$ cat config.mk
export PLATFORM = sky130hd
export DESIGN_NAME = dragster_spi_arbiter
export DESIGN_NICKNAME = d
export VERILOG_FILES = /design/src/rtl/dragster_spi_arbiter.sv
export SDC_FILE = /design/constraint.sdc
export NUM_CORES = 1
export LEC_CHECK = 0
export ABC_AREA = 1
export ABC_CLOCK_PERIOD_IN_PS = 3000
export BUFFER_PORTS_ARGS = -buffer_cell sky130_fd_sc_hd__buf_2
export CAP_MARGIN = 25
export CELL_PAD_IN_SITES_DETAIL_PLACEMENT = 0
export CELL_PAD_IN_SITES_GLOBAL_PLACEMENT = 1
export CORE_ASPECT_RATIO = 0.5
export CORE_MARGIN = 2
export CORE_UTILIZATION = 43
export DETAILED_ROUTE_END_ITERATION = 10
export GPL_TIMING_DRIVEN = 0
export PLACE_DENSITY = 0.93
export SLEW_MARGIN = 20
export SYNTH_ARGS = -nofsm -noshare
export SYNTH_HDL_FRONTEND = slang
export SYNTH_SLANG_ARGS = --single-unit
$ cat constraint.sdc
create_clock -name clk -period 3 [get_ports clk]
set_input_delay 0.15 -clock clk [delete_from_list [all_inputs] [get_ports clk]]
set_output_delay 0.15 -clock clk [all_outputs]
set_load 0.02 [all_outputs]
$ cat src/rtl/dragster_spi_arbiter.sv
// dragster_spi_arbiter
// Shares one SPI link to the Dragster linear image sensor between two
// requesters (req0: power-up init sequencer, req1: runtime host/config).
// Each accepted word is shifted LSB-first under the requester's slave
// select, followed by EXTENDED_CLOCKS extra SCK periods. Then an idle
// gap follows with SS deasserted. Captured MISO is returned with the
// requester ID.
//
// Ports:
//   clk, reset (async, active-low)
//   req0_valid/req0_data/req0_ss/req0_ready  requester 0 word handshake
//   req1_valid/req1_data/req1_ss/req1_ready  requester 1 word handshake
//   resp_valid/resp_id/rdata                 one-cycle response pulse
//   busy                                     high in any state but IDLE
//   spi_sck/spi_mosi/spi_miso/spi_ss         sensor pins (SS active-low)
//
// Build option: define DRAGSTER_SPI_PRIORITY_EN for fixed priority (req0
// always wins a tie). Otherwise ties are resolved round-robin.
module dragster_spi_arbiter #(
  parameter int unsigned DATA_WIDTH      = 16,
  parameter int unsigned EXTENDED_CLOCKS = 3,
  parameter int unsigned CLK_DIV         = 2,
  parameter int unsigned GAP_CYCLES      = 4
) (
  input  logic                  clk,
  input  logic                  reset,
  input  logic                  req0_valid,
  input  logic [DATA_WIDTH-1:0] req0_data,
  input  logic [1:0]            req0_ss,
  output logic                  req0_ready,
  input  logic                  req1_valid,
  input  logic [DATA_WIDTH-1:0] req1_data,
  input  logic [1:0]            req1_ss,
  output logic                  req1_ready,
  output logic                  resp_valid,
  output logic                  resp_id,
  output logic [DATA_WIDTH-1:0] rdata,
  output logic                  busy,
  output logic                  spi_sck,
  output logic                  spi_mosi,
  input  logic                  spi_miso,
  output logic [1:0]            spi_ss
);

  localparam int unsigned TOTAL_BITS = DATA_WIDTH + EXTENDED_CLOCKS;
  localparam int unsigned BIT_W      = $clog2(TOTAL_BITS) + 1;
  localparam int unsigned DIV_W      = $clog2(CLK_DIV) + 1;
  // The response cycle always belongs to GAP, so GAP lasts at least one cycle.
  localparam int unsigned GAP_TOTAL  = (GAP_CYCLES > 0) ? GAP_CYCLES : 1;
  localparam int unsigned GAP_W      = $clog2(GAP_TOTAL) + 1;

  typedef enum logic [1:0] {IDLE, SHIFT, EXTEND, GAP} state_t;

  state_t                state_q, state_d;
  logic [DIV_W-1:0]      div_q, div_d;
  logic [BIT_W-1:0]      bit_q, bit_d;
  logic [GAP_W-1:0]      gap_q, gap_d;
  logic [DATA_WIDTH-1:0] tx_q, tx_d;
  logic [DATA_WIDTH-1:0] rx_q, rx_d;
  logic                  id_q, id_d;
  logic                  sck_d, mosi_d, resp_valid_d, resp_id_d, busy_d;
  logic [1:0]            ss_d;
  logic [DATA_WIDTH-1:0] rdata_d;
  logic                  sel1;

  // Grant selection: sel1 means requester 1 wins this IDLE cycle.
`ifdef DRAGSTER_SPI_PRIORITY_EN
  assign sel1 = req1_valid && !req0_valid;
`else
  logic last_grant_q, last_grant_d;
  assign sel1 = (req0_valid && req1_valid) ? !last_grant_q : req1_valid;
`endif

  // Next-state, SCK generation, shift/capture and response logic.
  always_comb begin
    state_d      = state_q;
    div_d        = div_q;
    bit_d        = bit_q;
    gap_d        = gap_q;
    tx_d         = tx_q;
    rx_d         = rx_q;
    id_d         = id_q;
    sck_d        = spi_sck;
    mosi_d       = spi_mosi;
    ss_d         = spi_ss;
    resp_valid_d = 1'b0;
    resp_id_d    = resp_id;
    rdata_d      = rdata;
    req0_ready   = 1'b0;
    req1_ready   = 1'b0;
`ifndef DRAGSTER_SPI_PRIORITY_EN
    last_grant_d = last_grant_q;
`endif

    unique case (state_q)
      IDLE: begin
        // Gated by reset so no handshake is signalled while registers are held.
        req0_ready = reset && req0_valid && !sel1;
        req1_ready = reset && req1_valid && sel1;
        if (req0_valid || req1_valid) begin
          state_d = SHIFT;
          id_d    = sel1;
          tx_d    = sel1 ? (req1_data >> 1) : (req0_data >> 1);
          mosi_d  = sel1 ? req1_data[0] : req0_data[0];
          ss_d    = sel1 ? req1_ss : req0_ss;
          sck_d   = 1'b0;
          div_d   = DIV_W'(CLK_DIV - 1);
          bit_d   = '0;
          rx_d    = '0;
`ifndef DRAGSTER_SPI_PRIORITY_EN
          last_grant_d = sel1;
`endif
        end
      end

      SHIFT, EXTEND: begin
        if (div_q != '0) begin
          div_d = div_q - DIV_W'(1);
        end else begin
          div_d = DIV_W'(CLK_DIV - 1);
          sck_d = !spi_sck;
          if (!spi_sck) begin
            // Rising edge: capture MISO for data bits only.
            if (state_q == SHIFT) rx_d = {spi_miso, rx_q[DATA_WIDTH-1:1]};
          end else if (bit_q == BIT_W'(TOTAL_BITS - 1)) begin
            // Falling edge of the final period: release the bus and respond.
            state_d      = GAP;
            ss_d         = 2'b11;
            mosi_d       = 1'b0;
            resp_valid_d = 1'b1;
            resp_id_d    = id_q;
            rdata_d      = rx_q;
            gap_d        = GAP_W'(GAP_TOTAL - 1);
          end else begin
            bit_d = bit_q + BIT_W'(1);
            if (bit_q < BIT_W'(DATA_WIDTH - 1)) begin
              mosi_d = tx_q[0];
              tx_d   = tx_q >> 1;
            end else begin
              state_d = EXTEND;
              mosi_d  = 1'b0;
            end
          end
        end
      end

      GAP: begin
        if (gap_q == '0) state_d = IDLE;
        else             gap_d   = gap_q - GAP_W'(1);
      end

      default: state_d = IDLE;
    endcase

    busy_d = (state_d != IDLE);
  end

  // State and output registers.
  always_ff @(posedge clk or negedge reset) begin
    if (!reset) begin
      state_q    <= IDLE;
      div_q      <= '0;
      bit_q      <= '0;
      gap_q      <= '0;
      tx_q       <= '0;
      rx_q       <= '0;
      id_q       <= 1'b0;
      spi_sck    <= 1'b0;
      spi_mosi   <= 1'b0;
      spi_ss     <= 2'b11;
      resp_valid <= 1'b0;
      resp_id    <= 1'b0;
      rdata      <= '0;
      busy       <= 1'b0;
`ifndef DRAGSTER_SPI_PRIORITY_EN
      last_grant_q <= 1'b1;
`endif
    end else begin
      state_q    <= state_d;
      div_q      <= div_d;
      bit_q      <= bit_d;
      gap_q      <= gap_d;
      tx_q       <= tx_d;
      rx_q       <= rx_d;
      id_q       <= id_d;
      spi_sck    <= sck_d;
      spi_mosi   <= mosi_d;
      spi_ss     <= ss_d;
      resp_valid <= resp_valid_d;
      resp_id    <= resp_id_d;
      rdata      <= rdata_d;
      busy       <= busy_d;
`ifndef DRAGSTER_SPI_PRIORITY_EN
      last_grant_q <= last_grant_d;
`endif
    end
  end

endmodule

==> out/metrics.cfg, run 1 <==
[power_and_ir_drop]
p_per_area_mw_per_mm2=883
clkPwrFrac=0.278
internal_power_w=0.00233
p_switching_w=0.00144
p_comb_frac=0.373
power.leakage_nw=2.31
sw_frac_of_total=0.382
seqPwrFrac=0.349
vdd.ir_drop.worst_mv=0.346

[setup_path]
crit_top_cell=nand2_1
cp.required_ns=2.85
worstPathMaxFanout=10
rrSetupSlack_ns=1.09
worst_setup_path_start_kind=flip-flop
crit_path_end=req1_ready
critPathBufInv=3
r2r_cells=8
worst_ep_arrival_time_ns=1.80
worst_setup_path_end_kind=output port
path_cells=nand2_1 -> nand2_1 -> inv_1 -> buf_2 -> nand2_1 -> nor2_1 -> buf_2
rr_startpoint=state_q[0]
r2r-end=tx_q[1]
crit_family=flip-flops
path_depth=7
cp_slowest_cell=dfstp_2
crit_type=flip-flop to output port
startpoint=last_grant_q
critPathMaxStageDelay_ns=0.52

[route]
totalWireLength_um=7370
vias=3006
wl_per_cell_um=11.5
via_per_inst=4.67
ant_nets=0
drt_first_pass_iters=4
drt_iter0_markers=186
remaining_drc_errors=0

[synth]
postSynthAreaPerCell_um2=7.73
yosysSeqAreaShare=0.498
synth-seq-cells=69
yosys_warnings=0
postSynthCellCount=449
synth_cell_type_count=30
syn_nets=498
synth_ff_type=dfrtp_1
synthArstFlopShare=1.00
synth.cell_area_mm2=0.00347
synth_edf_count=0

[floorplanning]
num_rows=23
die_width_um=131
die_y_um=67.5
core_mm2=0.00791
start_util=0.439
die-area_mm2=0.00885
ioPinCount=66

[grt]
grt_pass1_wl_um=12800
grt_max_degree=46
globalRouteTotalUtil=0.190
grt_pass1_vias=2878
overflow=0
antenna_found_initial=0

[clocking]
cts_buffers=9
cts_sinks=69
clk_latency_ns=0.33
htree_levels=3
cts_tree=built
cts_buffer_depth=2
clk_pin_slew_ns=0.05
cts_setup_buffers=0
root_buffer=clkbuf_16

[finish]
antenna_cells=0
final_area_mm2=0.00428
fillers=763
nets=576
area_growth_pct=23.2
drive_gt1_frac=0.222

[status]
run_status=completed

[sta]
fin_crit_sh=0.652
setup-tns-final_ns=0
slew_headroom=0.734
clock_skew_ns=0.00541
hold_viol=0
slew_violations=0
grt_setup_unrepaired=false
setup_viol=0
fin_crit_ns=1.95
max_freq_ghz=0.512
max_slew.worst_pin.slew_ns=0.399

[placement]
place_congestion=0.776
placed_cell_area_mm2=0.00397
dp_hpwl_um=5290
io_buffer_count=65

[hold_path]
hold_class=input port to flip-flop
min_path_cells=3

[flow_run]
cap_viol_max_count=0

-- worst min-delay path, cell delays in order --
cell and delay (ns):
buf_2 0.11, nand2_1 0.06, o21ai_1 0.06
-- stage by stage --
stage	cells	hold slack, ns	power, W	util	setup slack (ns)
floorplan	449	-0.146	0.00238	-	1.34
global placement	626	0.429	0.00273	0.498	1.01
detailed placement	627	0.0876	0.00275	0.501	1.07
CTS	643	0.0928	0.00382	0.541	1.02
global route	643	0.0979	0.00408	0.541	0.899
finish	643	0.102	0.00378	0.541	1.05
-- routing by layer --
layer	wire, um	GRT usage
met1	3830	0.249
met2	3070	0.308
met3	397	0.0618
met4	72	0.0505
met5	0	0
-- how the worst min path moves through the flow --
stage,from,to,slack (ns)
6_report,spi_miso,rx_q[15],0.10
5_1_grt,spi_miso,rx_q[15],0.1
4_1_cts,spi_miso,rx_q[15],0.09
3_5_place_dp,reset,tx_q[9],0.09
3_3_place_gp,spi_miso,rx_q[15],0.43
2_1_floorplan,reset,bit_q[0],-0.15
-- power by group through the flow --
stage | logic, W | clock network, W | registers, W
6_report | 0.00141 | 0.00105 | 0.00132
5_1_grt | 0.00162 | 0.00111 | 0.00134
4_1_cts | 0.00143 | 0.00108 | 0.00132
3_5_place_dp | 0.00142 | 0 | 0.00133
3_3_place_gp | 0.00140 | 0 | 0.00133
2_1_floorplan | 0.00105 | 0 | 0.00134
-- cells by family after synthesis --
family                     synth area share
buffers and inverters                0.0609
DFF                                   0.498
and+or+nand+nor                       0.312
AOI/OAI and AO/OA                    0.0919
xor gates and xnor gates            0.00505
muxes                               0.00288
adders and majority gates            0.0288
-- state kept, by name, indices dropped and copies added (netlist names) --
name	flops
bit_q	6
busy	1
div_q	2
gap_q	3
id_q	1
last_grant_q	1
rdata	16
resp_id	1
resp_valid	1
rx_q	16
spi_mosi	1
spi_sck	1
spi_ss	2
state_q	2
tx_q	15
-- synth_stat cells (3+ instances only) --
cell type	number	area share
a21oi_1	5	0.0072
a31oi_1	14	0.025
buf_2	11	0.016
buf_4	3	0.0065
dfrtp_1	66	0.48
dfstp_2	3	0.023
ha_1	8	0.029
inv_1	23	0.025
inv_2	3	0.0032
nand2_1	209	0.23
nand2_2	3	0.0054
nand3_1	16	0.023
nand4_1	4	0.0072
nor2_1	27	0.029
o21ai_0	14	0.020
o21ai_1	19	0.027
-- placed cells by master (no fill, tap or decap), types with 2 or more instances in the layout --
| master | Yosys | routed |
|---|---|---|
| clkbuf_1 | 2 | 2 |
| clkinv_2 | 0 | 2 |
| or2_2 | 2 | 2 |
| o21ai_2 | 2 | 2 |
| a21oi_1 | 5 | 5 |
| ha_1 | 8 | 8 |
| clkbuf_16 | 0 | 9 |
| nand4_1 | 4 | 4 |
| o21ai_1 | 19 | 19 |
| nor2_1 | 27 | 27 |
| nand2_2 | 3 | 3 |
| nand3_1 | 16 | 16 |
| dfrtp_1 | 66 | 66 |
| a31oi_1 | 14 | 14 |
| buf_2 | 11 | 75 |
| nand3_2 | 2 | 2 |
| clkbuf_8 | 0 | 2 |
| buf_4 | 3 | 4 |
| dfstp_2 | 3 | 3 |
| o21ai_0 | 14 | 14 |
| buf_6 | 2 | 2 |
| nor2_4 | 2 | 2 |
| inv_2 | 3 | 3 |
| inv_1 | 23 | 23 |
| nor2_2 | 2 | 2 |
| nand2_1 | 209 | 209 |
-- timing repair --
item | in CTS | in global routing
hold buffers | 1 | 0
endpoints found under the setup margin | 0 | 0
hold endpoints to repair | 23 | 0
resized for setup | 0 | 0
-- layout make-up --
class	count	area, um2	area share
multi-input combinational	335	1530	0.358
sequential	69	1730	0.405
buffer	18	108	0.0252
clock buffer	11	253	0.0591
tap	112	140	0.0328
clock inverter	4	47.5	0.0111
timing repair buffer	67	365	0.0854
inverter	27	104	0.0243
(Power assumes the default switching activity.)
==> run 2: changes to the inputs <==
- ABC_AREA: 1 -> 0
- ABC_CLOCK_PERIOD_IN_PS: 3000 -> 1700
- CORE_UTILIZATION: 43 -> 38
- PLACE_DENSITY: 0.93 -> 0.85
- clock period: 3 -> 1.7 ns (I/O delays scaled with it)
==> out/metrics.cfg, run 2 <==
[status]
run_status=finished with violations  ; was completed
violations=setup timing

[finish]
final_area_mm2=0.00483  ; was 0.00428 mm2
final_common_cell=nand2_1  ; unchanged
layout_common_cells=nand2_1, buf_2, dfrtp_1  ; unchanged
antenna_cells=0  ; unchanged
fin_cells=583  ; was 643
nets=510  ; was 576
area_growth_pct=43.3  ; was 23.2%
fillers=767  ; was 763
top_regs=rdata: 16 flops, rx_q: 16 flops, tx_q: 15 flops  ; unchanged
drive_gt1_frac=0.429  ; was 0.222

[floorplanning]
die_y_um=70.6  ; was 67.5 um
die_width_um=137  ; was 131 um
core_mm2=0.00868  ; was 0.00791 mm2
die-area_mm2=0.00969  ; was 0.00885 mm2
start_util=0.389  ; was 0.439
num_rows=24  ; was 23
ioPinCount=66  ; unchanged

[power_and_ir_drop]
power.leakage_nw=2.41  ; was 2.31 nW
vdd.ir_drop.worst_mv=0.689  ; was 0.346 mV
p_per_area_mw_per_mm2=1730  ; was 883 mW/mm2

[setup_path]
worst_ep_arrival_time_ns=2.10  ; was 1.80 ns
worst_setup_path_end_kind=flip-flop  ; was output port
path_depth=6  ; was 7
worst_setup_path_start_kind=flip-flop  ; unchanged
crit_family=compound AO/OA/AOI/OAI gates  ; was flip-flops
worstPathMaxFanout=6  ; was 10
r2r_cells=6  ; was 8
critPathBufInv=1  ; was 3
cp_slowest_cell=dfrtp_2  ; was dfstp_2
cp.required_ns=1.91  ; was 2.85 ns
rr_startpoint=bit_q[0]  ; was state_q[0]
r2r-end=tx_q[12]  ; was tx_q[1]
critPathMaxStageDelay_ns=0.45  ; was 0.52 ns
startpoint=bit_q[0]  ; was last_grant_q
rrSetupSlack_ns=-0.19  ; was 1.09 ns
crit_path_end=tx_q[12]  ; was req1_ready
crit_type=flip-flop to flip-flop  ; was flip-flop to output port
path_cells=ha_4 -> a311oi_4 -> a21oi_2 -> nor2_4 -> buf_6 -> mux2_4  ; was nand2_1 -> nand2_1 -> inv_1 -> buf_2 -> nand2_1 -> nor2_1 -> buf_2

[sta]
setup-tns-final_ns=-4.91  ; was 0 ns
setup_viol=39  ; was 0
clock_skew_ns=0.00907  ; was 0.00541 ns
slew_headroom=0.722  ; was 0.734
hold_viol=0  ; unchanged
fin_crit_sh=1.11
grt_setup_unrepaired=true  ; was false
max_freq_ghz=0.530
hold_ws_ns=0.0554  ; was 0.102 ns
setup_slack_ns=-0.185  ; was 1.05 ns
fin_crit_ns=1.89
slew_violations=0  ; unchanged
max_slew.worst_pin.slew_ns=0.418  ; was 0.399 ns

[grt]
grt_pass1_wl_um=13200  ; was 12800 um
antenna_found_initial=0  ; unchanged
globalRouteTotalUtil=0.176  ; was 0.190
grt_pass1_vias=2802  ; was 2878
overflow=0  ; unchanged
grt_max_degree=48  ; was 46

[route]
drt_iter0_markers=136  ; was 186
totalWireLength_um=8300  ; was 7370 um
via_per_inst=4.93  ; was 4.67
ant_nets=0  ; unchanged
vias=2875  ; was 3006
drt_first_pass_iters=6  ; was 4
wl_per_cell_um=14.2  ; was 11.5 um
remaining_drc_errors=0  ; unchanged

[synth]
synth_cell_type_count=45  ; was 30
synth_edf_count=0  ; unchanged
synth.cell_area_mm2=0.00337  ; was 0.00347 mm2
syn_nets=406  ; was 498
postSynthCellCount=357  ; was 449
netlist_top_cells_count=nand2_1, dfrtp_1, o21ai_0  ; was nand2_1, dfrtp_1, nor2_1
synth_top_area_share=0.490  ; was 0.476
synth_ff_type=dfrtp_1  ; unchanged
postSynthAreaPerCell_um2=9.45  ; was 7.73 um2
yosys_warnings=0  ; unchanged
synth_area_leaders=dfrtp_1, nand2_1, mux2i_1  ; was dfrtp_1, nand2_1, nor2_1
synthArstFlopShare=1.00  ; unchanged
post-synth-top-count-cell=nand2_1  ; unchanged
synth-seq-cells=69  ; unchanged
yosysSeqAreaShare=0.513  ; was 0.498
yosysTopAreaCell=dfrtp_1  ; unchanged

[placement]
io_buffer_count=65  ; unchanged
place_congestion=0.737  ; was 0.776
place_inst=540  ; was 627
pre_cts_slack_ns=-0.468  ; was 1.07 ns
dp_hpwl_um=5210  ; was 5290 um
placed_cell_area_mm2=0.00398  ; was 0.00397 mm2

[clocking]
cts_buffer_depth=2  ; unchanged
cts_tree=built  ; unchanged
root_buffer=clkbuf_16  ; unchanged
cts_buffers=9  ; unchanged
clk_latency_ns=0.34  ; was 0.33 ns
clk_pin_slew_ns=0.06  ; was 0.05 ns
cts_sinks=69  ; unchanged
htree_levels=3  ; unchanged

[hold_path]
hold_class=input port to flip-flop  ; unchanged
hold_path_startpoint=req1_valid  ; was spi_miso

[flow_run]
cap_viol_max_count=0  ; unchanged

-- run 2: power by group --
group          switching (W)  internal [W]
registers           0.000362       0.00209
logic                0.00199       0.00206
clock network       0.000697       0.00117
total                0.00305       0.00532
-- run 2: layout make-up --
type / instances / area (um2) / area share
repair buffers: 95 / 637 / 0.132
clock buffers: 12 / 246 / 0.0510
plain buffers: 17 / 146 / 0.0303
multi-input cells: 261 / 1840 / 0.380
well taps: 117 / 146 / 0.0303
inverters: 8 / 36.3 / 0.00751
flip-flops and latches: 69 / 1740 / 0.360
clock inverters: 4 / 47.5 / 0.00983
-- run 2: worst min path at each step --
stage / to / slack [ns] / cells after the start
6_report: last_grant_q / 0.06 / 3
5_1_grt: last_grant_q / 0.08 / 3
4_1_cts: last_grant_q / 0.04 / 3
3_5_place_dp: tx_q[8] / 0.01 / 1
3_3_place_gp: last_grant_q / 0.29 / 2
2_1_floorplan: bit_q[0] / -0.21 / 0
-- run 2: cells by family after synthesis --
group,synth area share
and+or+nand+nor,0.208
AOI/OAI and AO/OA,0.112
adders and majority gates,0.0297
buffers and inverters,0.0338
muxes,0.103
DFF,0.513
-- run 2: what timing repair did --
action / in CTS / in global routing
cloned: 3 / 0
hold buffers: 3 / 0
hold endpoints to repair: 27 / 0
pin swaps: 11 / 20
buffers inserted: 15 / 8
gates resized for setup: 55 / 53
setup endpoints to repair: 59 / 58
-- run 2: per-layer routing --
| layer | up-vias | track usage | part of all wire |
|---|---|---|---|
| met1 | 1393 | 0.231 | 0.50 |
| li1 | 1428 | - | - |
| met3 | 4 | 0.0530 | 0.041 |
| met2 | 50 | 0.281 | 0.45 |
| met4 | 0 | 0.0607 | 0.0074 |
| met5 | - | 0 | 0 |
-- run 2: metrics by stage --
stage	util	power [W]
floorplan	-	0.00433
global placement	0.455	0.00495
CTS	0.532	0.00790
detailed placement	0.458	0.00502
finish	0.557	0.00837
global route	0.557	0.00885
-- run 2: worst register-to-register path, cell delays in order (launching register included) --
cell and delay, ns:
dfrtp_2 0.45, ha_4 0.19, a311oi_4 0.36, a21oi_2 0.13
nor2_4 0.16, buf_6 0.17, mux2_4 0.30
